**src/rtl/seq_div_pkg.sv**
```systemverilog
// seq_div_pkg: shared FSM state type and iteration-counter sizing for seq_divider
package seq_div_pkg;
  typedef enum logic [1:0] {IDLE, RUN, DONE} div_state_t;
  function automatic int cnt_width(input int n);
    return $clog2(n + 1);
  endfunction
endpackage

```
**src/rtl/seq_divider_subtractor.sv**
```systemverilog
// nbit_subtractor: full-adder ripple chain computing a + ~b + 1, carry out is the no-borrow flag
module nbit_subtractor #(
  parameter int W = 17
) (
  input  logic [W-1:0] a,
  input  logic [W-1:0] b,
  output logic [W-1:0] d,
  output logic         no_borrow
);
  logic [W:0] c;
  assign c[0] = 1'b1;
  for (genvar i = 0; i < W; i++) begin : g_fa
    assign d[i]   = a[i] ^ ~b[i] ^ c[i];
    assign c[i+1] = (a[i] & ~b[i]) | (c[i] & (a[i] ^ ~b[i]));
  end
  assign no_borrow = c[W];
endmodule

```
**src/rtl/seq_divider.sv**
```systemverilog
// seq_divider: iterative restoring divider with start/done handshake; SEQ_DIV_SIGNED_EN adds signed_op
module seq_divider
  import seq_div_pkg::*;
#(
  parameter int N = 16
) (
  input  logic         clk,
  input  logic         rstn,
  input  logic         start,
  input  logic [N-1:0] dividend,
  input  logic [N-1:0] divisor,
`ifdef SEQ_DIV_SIGNED_EN
  input  logic         signed_op,
`endif
  output logic         ready,
  output logic         done,
  output logic [N-1:0] quotient,
  output logic [N-1:0] remainder,
  output logic         div_zero
);
  localparam int CW = cnt_width(N);
  div_state_t state, state_nx;
  logic [N:0] r, shifted, d;
  logic [N-1:0] q, dvs, a_in, b_in, q_fix, r_fix;
  logic [CW-1:0] cnt;
  logic no_borrow, dz, zero_in;
  assign zero_in = divisor == '0;
  assign shifted = (N+1)'({r, q[N-1]});
`ifdef SEQ_DIV_SIGNED_EN
  logic neg_q, neg_r, sa, sb;
  assign sa    = signed_op & dividend[N-1];
  assign sb    = signed_op & divisor[N-1];
  assign a_in  = zero_in ? dividend : (sa ? -dividend : dividend);
  assign b_in  = sb ? -divisor : divisor;
  assign q_fix = neg_q ? -q : q;
  assign r_fix = neg_r ? -r[N-1:0] : r[N-1:0];
`else
  assign a_in  = dividend;
  assign b_in  = divisor;
  assign q_fix = q;
  assign r_fix = r[N-1:0];
`endif
  nbit_subtractor #(.W(N+1)) u_sub (
    .a(shifted),
    .b({1'b0, dvs}),
    .d(d),
    .no_borrow(no_borrow)
  );
  // State register
  always_ff @(posedge clk or negedge rstn)
    if (!rstn) state <= IDLE;
    else state <= state_nx;
  // Next state and handshake: zero divisor skips the iterations entirely
  always_comb begin
    ready    = state == IDLE;
    state_nx = state == IDLE ? (start ? (zero_in ? DONE : RUN) : IDLE)
             : state == RUN  ? (cnt == CW'(N-1) ? DONE : RUN)
             : IDLE;
  end
  // Datapath: latch operands, one restoring step per RUN cycle, register results in DONE
  always_ff @(posedge clk or negedge rstn)
    if (!rstn) begin
      r         <= '0;
      q         <= '0;
      dvs       <= '0;
      cnt       <= '0;
      dz        <= 1'b0;
      done      <= 1'b0;
      quotient  <= '0;
      remainder <= '0;
      div_zero  <= 1'b0;
`ifdef SEQ_DIV_SIGNED_EN
      neg_q     <= 1'b0;
      neg_r     <= 1'b0;
`endif
    end else begin
      done <= 1'b0;
      if (state == IDLE && start) begin
        r   <= '0;
        q   <= a_in;
        dvs <= b_in;
        cnt <= '0;
        dz  <= zero_in;
`ifdef SEQ_DIV_SIGNED_EN
        neg_q <= sa ^ sb;
        neg_r <= sa;
`endif
      end else if (state == RUN) begin
        r   <= no_borrow ? d : shifted;
        q   <= {q[N-2:0], no_borrow};
        cnt <= cnt + 1'b1;
      end else if (state == DONE) begin
        done      <= 1'b1;
        quotient  <= dz ? '1 : q_fix;
        remainder <= dz ? q : r_fix;
        div_zero  <= dz;
      end
    end
endmodule
```
**config.mk**
```make
export PLATFORM = sky130hd
export DESIGN_NAME = seq_divider
export DESIGN_NICKNAME = d
export VERILOG_FILES = /design/src/rtl/seq_div_pkg.sv /design/src/rtl/seq_divider_subtractor.sv /design/src/rtl/seq_divider.sv
export SDC_FILE = /design/constraint.sdc
export NUM_CORES = 1
export LEC_CHECK = 0
export BUFFER_PORTS_ARGS = -buffer_cell sky130_fd_sc_hd__buf_4
export CORE_AREA = 2 2 102 104
export CTS_CLUSTER_SIZE = 12
export DETAILED_ROUTE_END_ITERATION = 8
export DIE_AREA = 0 0 104 106
export PLACE_DENSITY = 0.7
export SLEW_MARGIN = 20
export SYNTH_ARGS = -nofsm -noshare
export SYNTH_HDL_FRONTEND = slang
export SYNTH_HIERARCHICAL = 1
export SYNTH_SLANG_ARGS = --single-unit
```
**constraint.sdc**
```tcl
create_clock -name clk -period 11.6 [get_ports clk]
set_input_delay 1.16 -clock clk [delete_from_list [all_inputs] [get_ports clk]]
set_output_delay 1.16 -clock clk [all_outputs]
set_load 0.01 [all_outputs]
```
==> impl_metrics.yaml, run 1 <==
run_status:
  status: "finished clean"
logic_synthesis:
  yosys.area.top_type: "dfrtp_1"
  synth_top_area_frac: 0.516
  ys_types: 26
  ys_ff_latch: 90
  avgSynthCellArea_um2: 9.74
  synthesis.nets: 502
  syn_area_um2: 4360
  synth_cells: 448
  async_reset_ff_frac: 1.00
  synth-main-ff-cell: "dfrtp_1"
  yosys-top-cells-area: "dfrtp_1 (52%), nand2_1 (10%), mux2i_1 (7.6%), fa_1 (7.3%), o21ai_0 (6.0%)"
  yosysWarnings: 6
  yosysSeqAreaShare: 0.516
  synth_edf_count: 0
pwr:
  power.total_w: 0.00130
  power_density_nw_per_um2: 253
  p_leak_nw: 2.56
  ir_drop_uv: 85.8
critical_path:
  slowest_delay_ns: 0.83
  critical_path_class: "flip-flop to flip-flop"
  worst_setup_path_start_kind: "flip-flop"
  crit_family: "adder cells"
  r2r_slack_ns: 3.78
  crit_chain: "inv_1 -> ha_1 -> fa_1 -> fa_1 -> fa_1 -> fa_1 -> fa_1 -> fa_1 -> fa_1 -> fa_1 -> fa_1 -> inv_1 -> fa_1 -> inv_1 -> fa_1 -> fa_1 -> fa_1 -> fa_1 -> fa_1 -> inv_1 -> fa_1 -> mux2i_1 -> o21ai_0"
  cp.arrival_ns: 8.02
  endpoint_kind: "flip-flop"
  cp_slowest_cell: "fa_1"
  worstPathMaxFanout: 17
  cp_common_cell: "fa_1"
  critPathBufInv: 4
  worst_ep_required_time_ns: 11.80
global_routing:
  grt_max_degree: 91
  grt_pass1_wl_mm: 14.6
  groute.usage.overall: 0.167
  antenna_found_initial: 0
  grt_pass1_vias: 3006
  grt_remaining_overflow: 0
worst_hold_path:
  hold_path_class: "flip-flop to flip-flop"
clocking:
  cts-buffers-inserted: 9
  cts_buffer_depth: 2
  clockRootBuffer: "clkbuf_8"
  clk_pin_slew_ns: 0.09
  cts_max_level: 3
  post_cts_buffers: 0
  cts-hold-fix-buffers: 0
  clk_latency_ns: 0.36
  cts-resized-gates: 0
  tritoncts: "done"
  cts.sinks: 90
timing:
  max_slew_margin: 0.345
  hold_violations: 0
  clock.fmax_mhz: 128
  rsz0062_at_grt: "false"
  setup_tns_ns: 0
  setup_viol: 0
  drv_slew: 0
  worstMarginPinSlew_ns: 0.980
  finClkSkew_ns: 0.0106
  post-route-period-util: 0.674
  period_minus_slack_ns: 7.82
floorplan:
  ioPinCount: 70
  start_util: 0.436
  dieHeight_um: 106
  fp-row-count: 37
  fp.dieW_um: 104
  die_area_um2: 11000
  coreArea_um2: 10000
placement:
  dpl.hpwl_mm: 6.03
  numPortBuffers: 69
  gp_congestion: 0.762
routing:
  wl_mm: 8.61
  routed_via_density: 4.91
  drt_pass1_iterations: 4
  drc: 0
  route.antenna.remaining_nets: 0
  dr_total_vias: 3161
  drtIter0Drc: 162
  wire_per_inst_um: 13.4
final_layout:
  syn_to_final_growth_pct: 18.1
  drive_above_1_share: 0.187
  layout.nets: 557
  final_core_util: 0.515
  final_common_cell: "nand2_1"
  diodes: 0
  most-common-layout-cells: "nand2_1 (119), dfrtp_1 (90), buf_4 (71), o21ai_0 (52), inv_1 (37)"
run:
  cap_violations: 0
[cells in the mapped netlist, types with 2 or more instances]
cell and number:
a22oi_1 16, buf_2 18, buf_6 4, clkbuf_1 6, dfrtp_1 90, fa_1 16
ha_1 3, inv_1 37, mux2i_1 33, nand2_1 119, nand2b_1 2, nand3_1 18
nand4_1 2, nor2_1 17, nor4_1 4, o21ai_0 52, o21ai_2 2
[per-layer routing]
layer | GRT usage | wire length, um | vias up
met5 | 0 | 0 | -
met4 | 0.0724 | 155 | 0
met3 | 0.0319 | 401 | 12
met2 | 0.245 | 3770 | 82
met1 | 0.242 | 4280 | 1494
li1 | - | - | 1573
[registers in the layout, summed over array words and instances (netlist names)]
name,cells
dvs,16
q,16
quotient,16
r,16
remainder,16
cnt,5
state,2
div_zero,1
done,1
dz,1
[power breakdown]
part	leakage (nW)	switching (W)	internal, W
clock network	0.106	0.000108	0.000118
logic	1.29	0.000280	0.000250
registers	1.17	0.000112	0.000434
[final cells by class]
type | instances | area [um2]
Inverter | 37 | 139
Clock buffer | 13 | 169
Sequential cell | 90 | 2250
Timing Repair Buffer | 72 | 544
Fill cell | 954 | 4850
Multi-Input combinational cell | 293 | 1830
Clock inverter | 3 | 46.3
Tap cell | 136 | 170
[final timing paths]
path	start	endpoint	depth (start not counted)
worst min register to register	quotient[11]	quotient[11]	2
worst max register to register	q[15]	r[4]	23
worst min-delay path	quotient[11]	quotient[11]	2
max in group asynchronous	rstn	dvs[12]	1
min in group asynchronous	rstn	done	1
worst max-delay path	q[15]	r[4]	23
[cells by family (layout without fill, tap and decap cells)]
group / Yosys count / in the layout / share of synthesized area
other: 1 / 1 / 0.000859
AO/OA/AOI/OAI: 72 / 72 / 0.0958
multiplexers: 34 / 34 / 0.0783
flip-flops: 90 / 90 / 0.516
buffers and inverters: 65 / 125 / 0.0679
AND/OR/NAND/NOR: 167 / 167 / 0.159
adder cells (fa/ha/maj): 19 / 19 / 0.0820
[worst min-delay path, delay by kind of cell (launching register included)]
kind | cells | cell delay, ns
and+or+nand+nor | 1 | 0.05
DFF | 1 | 0.35
AOI/OAI and AO/OA | 1 | 0.06
[metrics by stage]
stage / area (um2) / std cells / setup WS [ns] / hold slack, ns
global placement: 4930 / 628 / 3.92 / 0.455
floorplan: 4360 / 448 / 4.40 / 0.437
CTS: 5140 / 644 / 3.77 / 0.486
detailed placement: 4930 / 628 / 3.79 / 0.469
global route: 5150 / 644 / 3.49 / 0.507
finish: 5150 / 644 / 3.78 / 0.485
No activity file was read; power rests on OpenSTA's default activity.
==> inputs of run 2 (changes only) <==
- ABC_AREA: default -> 1
- clock period: 11.6 -> 7.85 ns (I/O delays scaled with it)
==> impl_metrics.yaml, run 2 <==
clocking:
  clockRootBuffer: "clkbuf_8"
  cts.sinks: 90
  clk_latency_ns: 0.36
  tritoncts: "done"
  clk_pin_slew_ns: 0.10
  cts-hold-fix-buffers: 0
  cts_buffer_depth: 2
  cts-buffers-inserted: 9
  cts_max_level: 3
logic_synthesis:
  synth_top_area_frac: 0.518
  post-synth-top-count-cell: "nand2_1"
  synth-main-ff-cell: "dfrtp_1"
  yosysWarnings: 6
  yosys.area.top_type: "dfrtp_1"
  yosysSeqAreaShare: 0.518
  ys_types: 22
  async_reset_ff_frac: 1.00
  synthTopCellsByCount: "nand2_1 (151), dfrtp_1 (90), o21ai_0 (60)"
  synthesis.nets: 569
  ys_ff_latch: 90
  synth_cells: 515
  syn_area_um2: 4350
  avgSynthCellArea_um2: 8.44
  yosys-top-cells-area: "dfrtp_1 (52%), nand2_1 (13%), fa_1 (7.4%), o21ai_0 (6.9%), inv_1 (4.9%)"
  synth_edf_count: 0
worst_hold_path:
  hold_path_class: "input pin to async pin"
pwr:
  p_leak_nw: 2.72
  ir_drop_uv: 160
  power_density_nw_per_um2: 393
timing:
  hold_violations: 0
  post-route-period-util: 0.962
  setup_viol: 0
  worstMarginPinSlew_ns: 0.803
  clock.fmax_mhz: 132
  setup_tns_ns: 0
  rsz0062_at_grt: "false"
  fin_hold_ws_ns: 0.180
  max_slew_margin: 0.464
  period_minus_slack_ns: 7.55
  drv_slew: 0
  finClkSkew_ns: 0.0146
critical_path:
  critical_path_class: "flip-flop to flip-flop"
  worstPathMaxFanout: 16
  r2r-end: "r[8]"
  r2r_slack_ns: 0.30
  timing.rr.start: "q[15]"
  worst_ep_required_time_ns: 8.12
  r2r_cells: 26
  endpoint_kind: "flip-flop"
  worst_setup_path_start_kind: "flip-flop"
  cp.arrival_ns: 7.82
global_routing:
  met3_usage: 0.0325
  met1_usage: 0.261
  grtUsageMet2: 0.283
  grt_pass1_wl_mm: 15.9
  grt_pass1_vias: 3230
  groute.usage.overall: 0.182
  busiest_layer: "met2"
  grt_max_degree: 90
  antenna_found_initial: 0
  grt_remaining_overflow: 0
floorplan:
  coreArea_um2: 10000
  ioPinCount: 70
  fp.dieW_um: 104
  start_util: 0.435
  die_area_um2: 11000
  fp-row-count: 37
  dieHeight_um: 106
routing:
  route.antenna.remaining_nets: 0
  drtIter0Drc: 178
  wire_per_inst_um: 13.7
  dr_total_vias: 3499
  drt_pass1_iterations: 5
  wl_mm: 9.79
  drc: 0
  routed_via_density: 4.88
final_layout:
  final_core_util: 0.515
  layout.nets: 630
  most-common-layout-cells: "nand2_1 (151), dfrtp_1 (90), buf_4 (72), o21ai_0 (60), inv_1 (56)"
  stdcell_area_um2: 5150
  syn_to_final_growth_pct: 18.4
  seqCellArea_um2: 2250
  n_fill_cell: 993
  final_common_cell: "nand2_1"
  multi_input_comb_area_um2: 1740
  diodes: 0
  drive_above_1_share: 0.172
placement:
  dpl_cell_area_um2: 4930
  numPortBuffers: 69
  gp_congestion: 0.807
  dpl.hpwl_mm: 6.69
run_status:
  status: "finished clean"
run:
  cap_violations: 0
## run 2: changes by cell type in the layout (fill, tap and decap cells not counted), sizes merged, moves of 8 or more
cell   previous run  this run
nand2           119       153
a21oi             0        33
mux2i            33         0
nor2             17        50
inv              37        61
a22oi            16         0
o21ai            54        62
## run 2: repair_timing
item / CTS / global route
hold endpoints to repair: 0 / 0
buffers inserted: 0 / 1
setup endpoints to repair: 0 / 10
gates resized for setup: 0 / 3
## run 2: worst max-delay path, stage by stage, from the launching register on
cell,delay (ns)
dfrtp_1,0.39
inv_1,0.05
ha_1,0.20
fa_1,0.38
fa_1,0.39
fa_1,0.39
fa_1,0.39
fa_1,0.41
fa_1,0.40
fa_1,0.39
fa_1,0.41
fa_1,0.37
inv_1,0.08
fa_1,0.16
inv_1,0.05
fa_1,0.39
fa_1,0.39
fa_1,0.39
fa_1,0.39
fa_1,0.36
inv_1,0.08
fa_2,0.29
clkinvlp_4,0.09
buf_4,0.19
a21oi_1,0.19
o21ai_0,0.13
o21ai_0,0.11
## run 2: cell families (layout without fill, tap and decap cells)
logic type	Yosys count	in the layout	synth area share
compound gates	98	98	0.114
fa+ha+maj	19	19	0.0823
flops	90	90	0.518
buf+inv	85	151	0.0829
simple gates	222	222	0.202
other cells	1	1	0.000862
## run 2: worst max path at each step
| stage | from | end | slack (ns) | cells past startpoint |
|---|---|---|---|---|
| after global routing | q[15] | r[8] | 0.01 | 26 |
| after CTS | q[15] | r[8] | 0.24 | 25 |
| final | q[15] | r[8] | 0.30 | 26 |
| after global placement | q[15] | r[8] | 0.54 | 25 |
| after floorplan | q[15] | r[1] | 0.94 | 26 |
| after detailed placement | q[15] | r[8] | 0.35 | 25 |
## run 2: area by class of cell
type                    count  share of cell area
inverters                  61              0.0452
well taps                 136              0.0331
repair buffers             73               0.107
clock buffers              10              0.0248
clock inverters             6              0.0129
repair inverters            1             0.00146
flip-flops and latches     90               0.438
multi-input cells         340               0.338
## run 2: report_power, final
group / leakage (nW) / total (W) / switching, W / internal [W]
registers: 1.14 / 0.000816 / 0.000153 / 0.000663
logic: 1.49 / 0.000890 / 0.000524 / 0.000366
clock network: 0.0889 / 0.000314 / 0.000166 / 0.000148
total: 2.72 / 0.00202 / 0.000843 / 0.00118
## run 2: per-stage QoR
stage | power, W | setup WS, ns | instances
2_1_floorplan | 0.00141 | 0.935 | 515
3_3_place_gp | 0.00164 | 0.543 | 699
3_5_place_dp | 0.00169 | 0.350 | 699
4_1_cts | 0.00201 | 0.237 | 715
5_1_grt | 0.00220 | 0.0130 | 717
6_report | 0.00202 | 0.299 | 717
## run 2: layer usage
layer | share of wire | vias to the layer above
met4 | 0.010 | 0
met3 | 0.063 | 13
met1 | 0.49 | 1640
met5 | 0 | -
met2 | 0.44 | 120
li1 | - | 1726
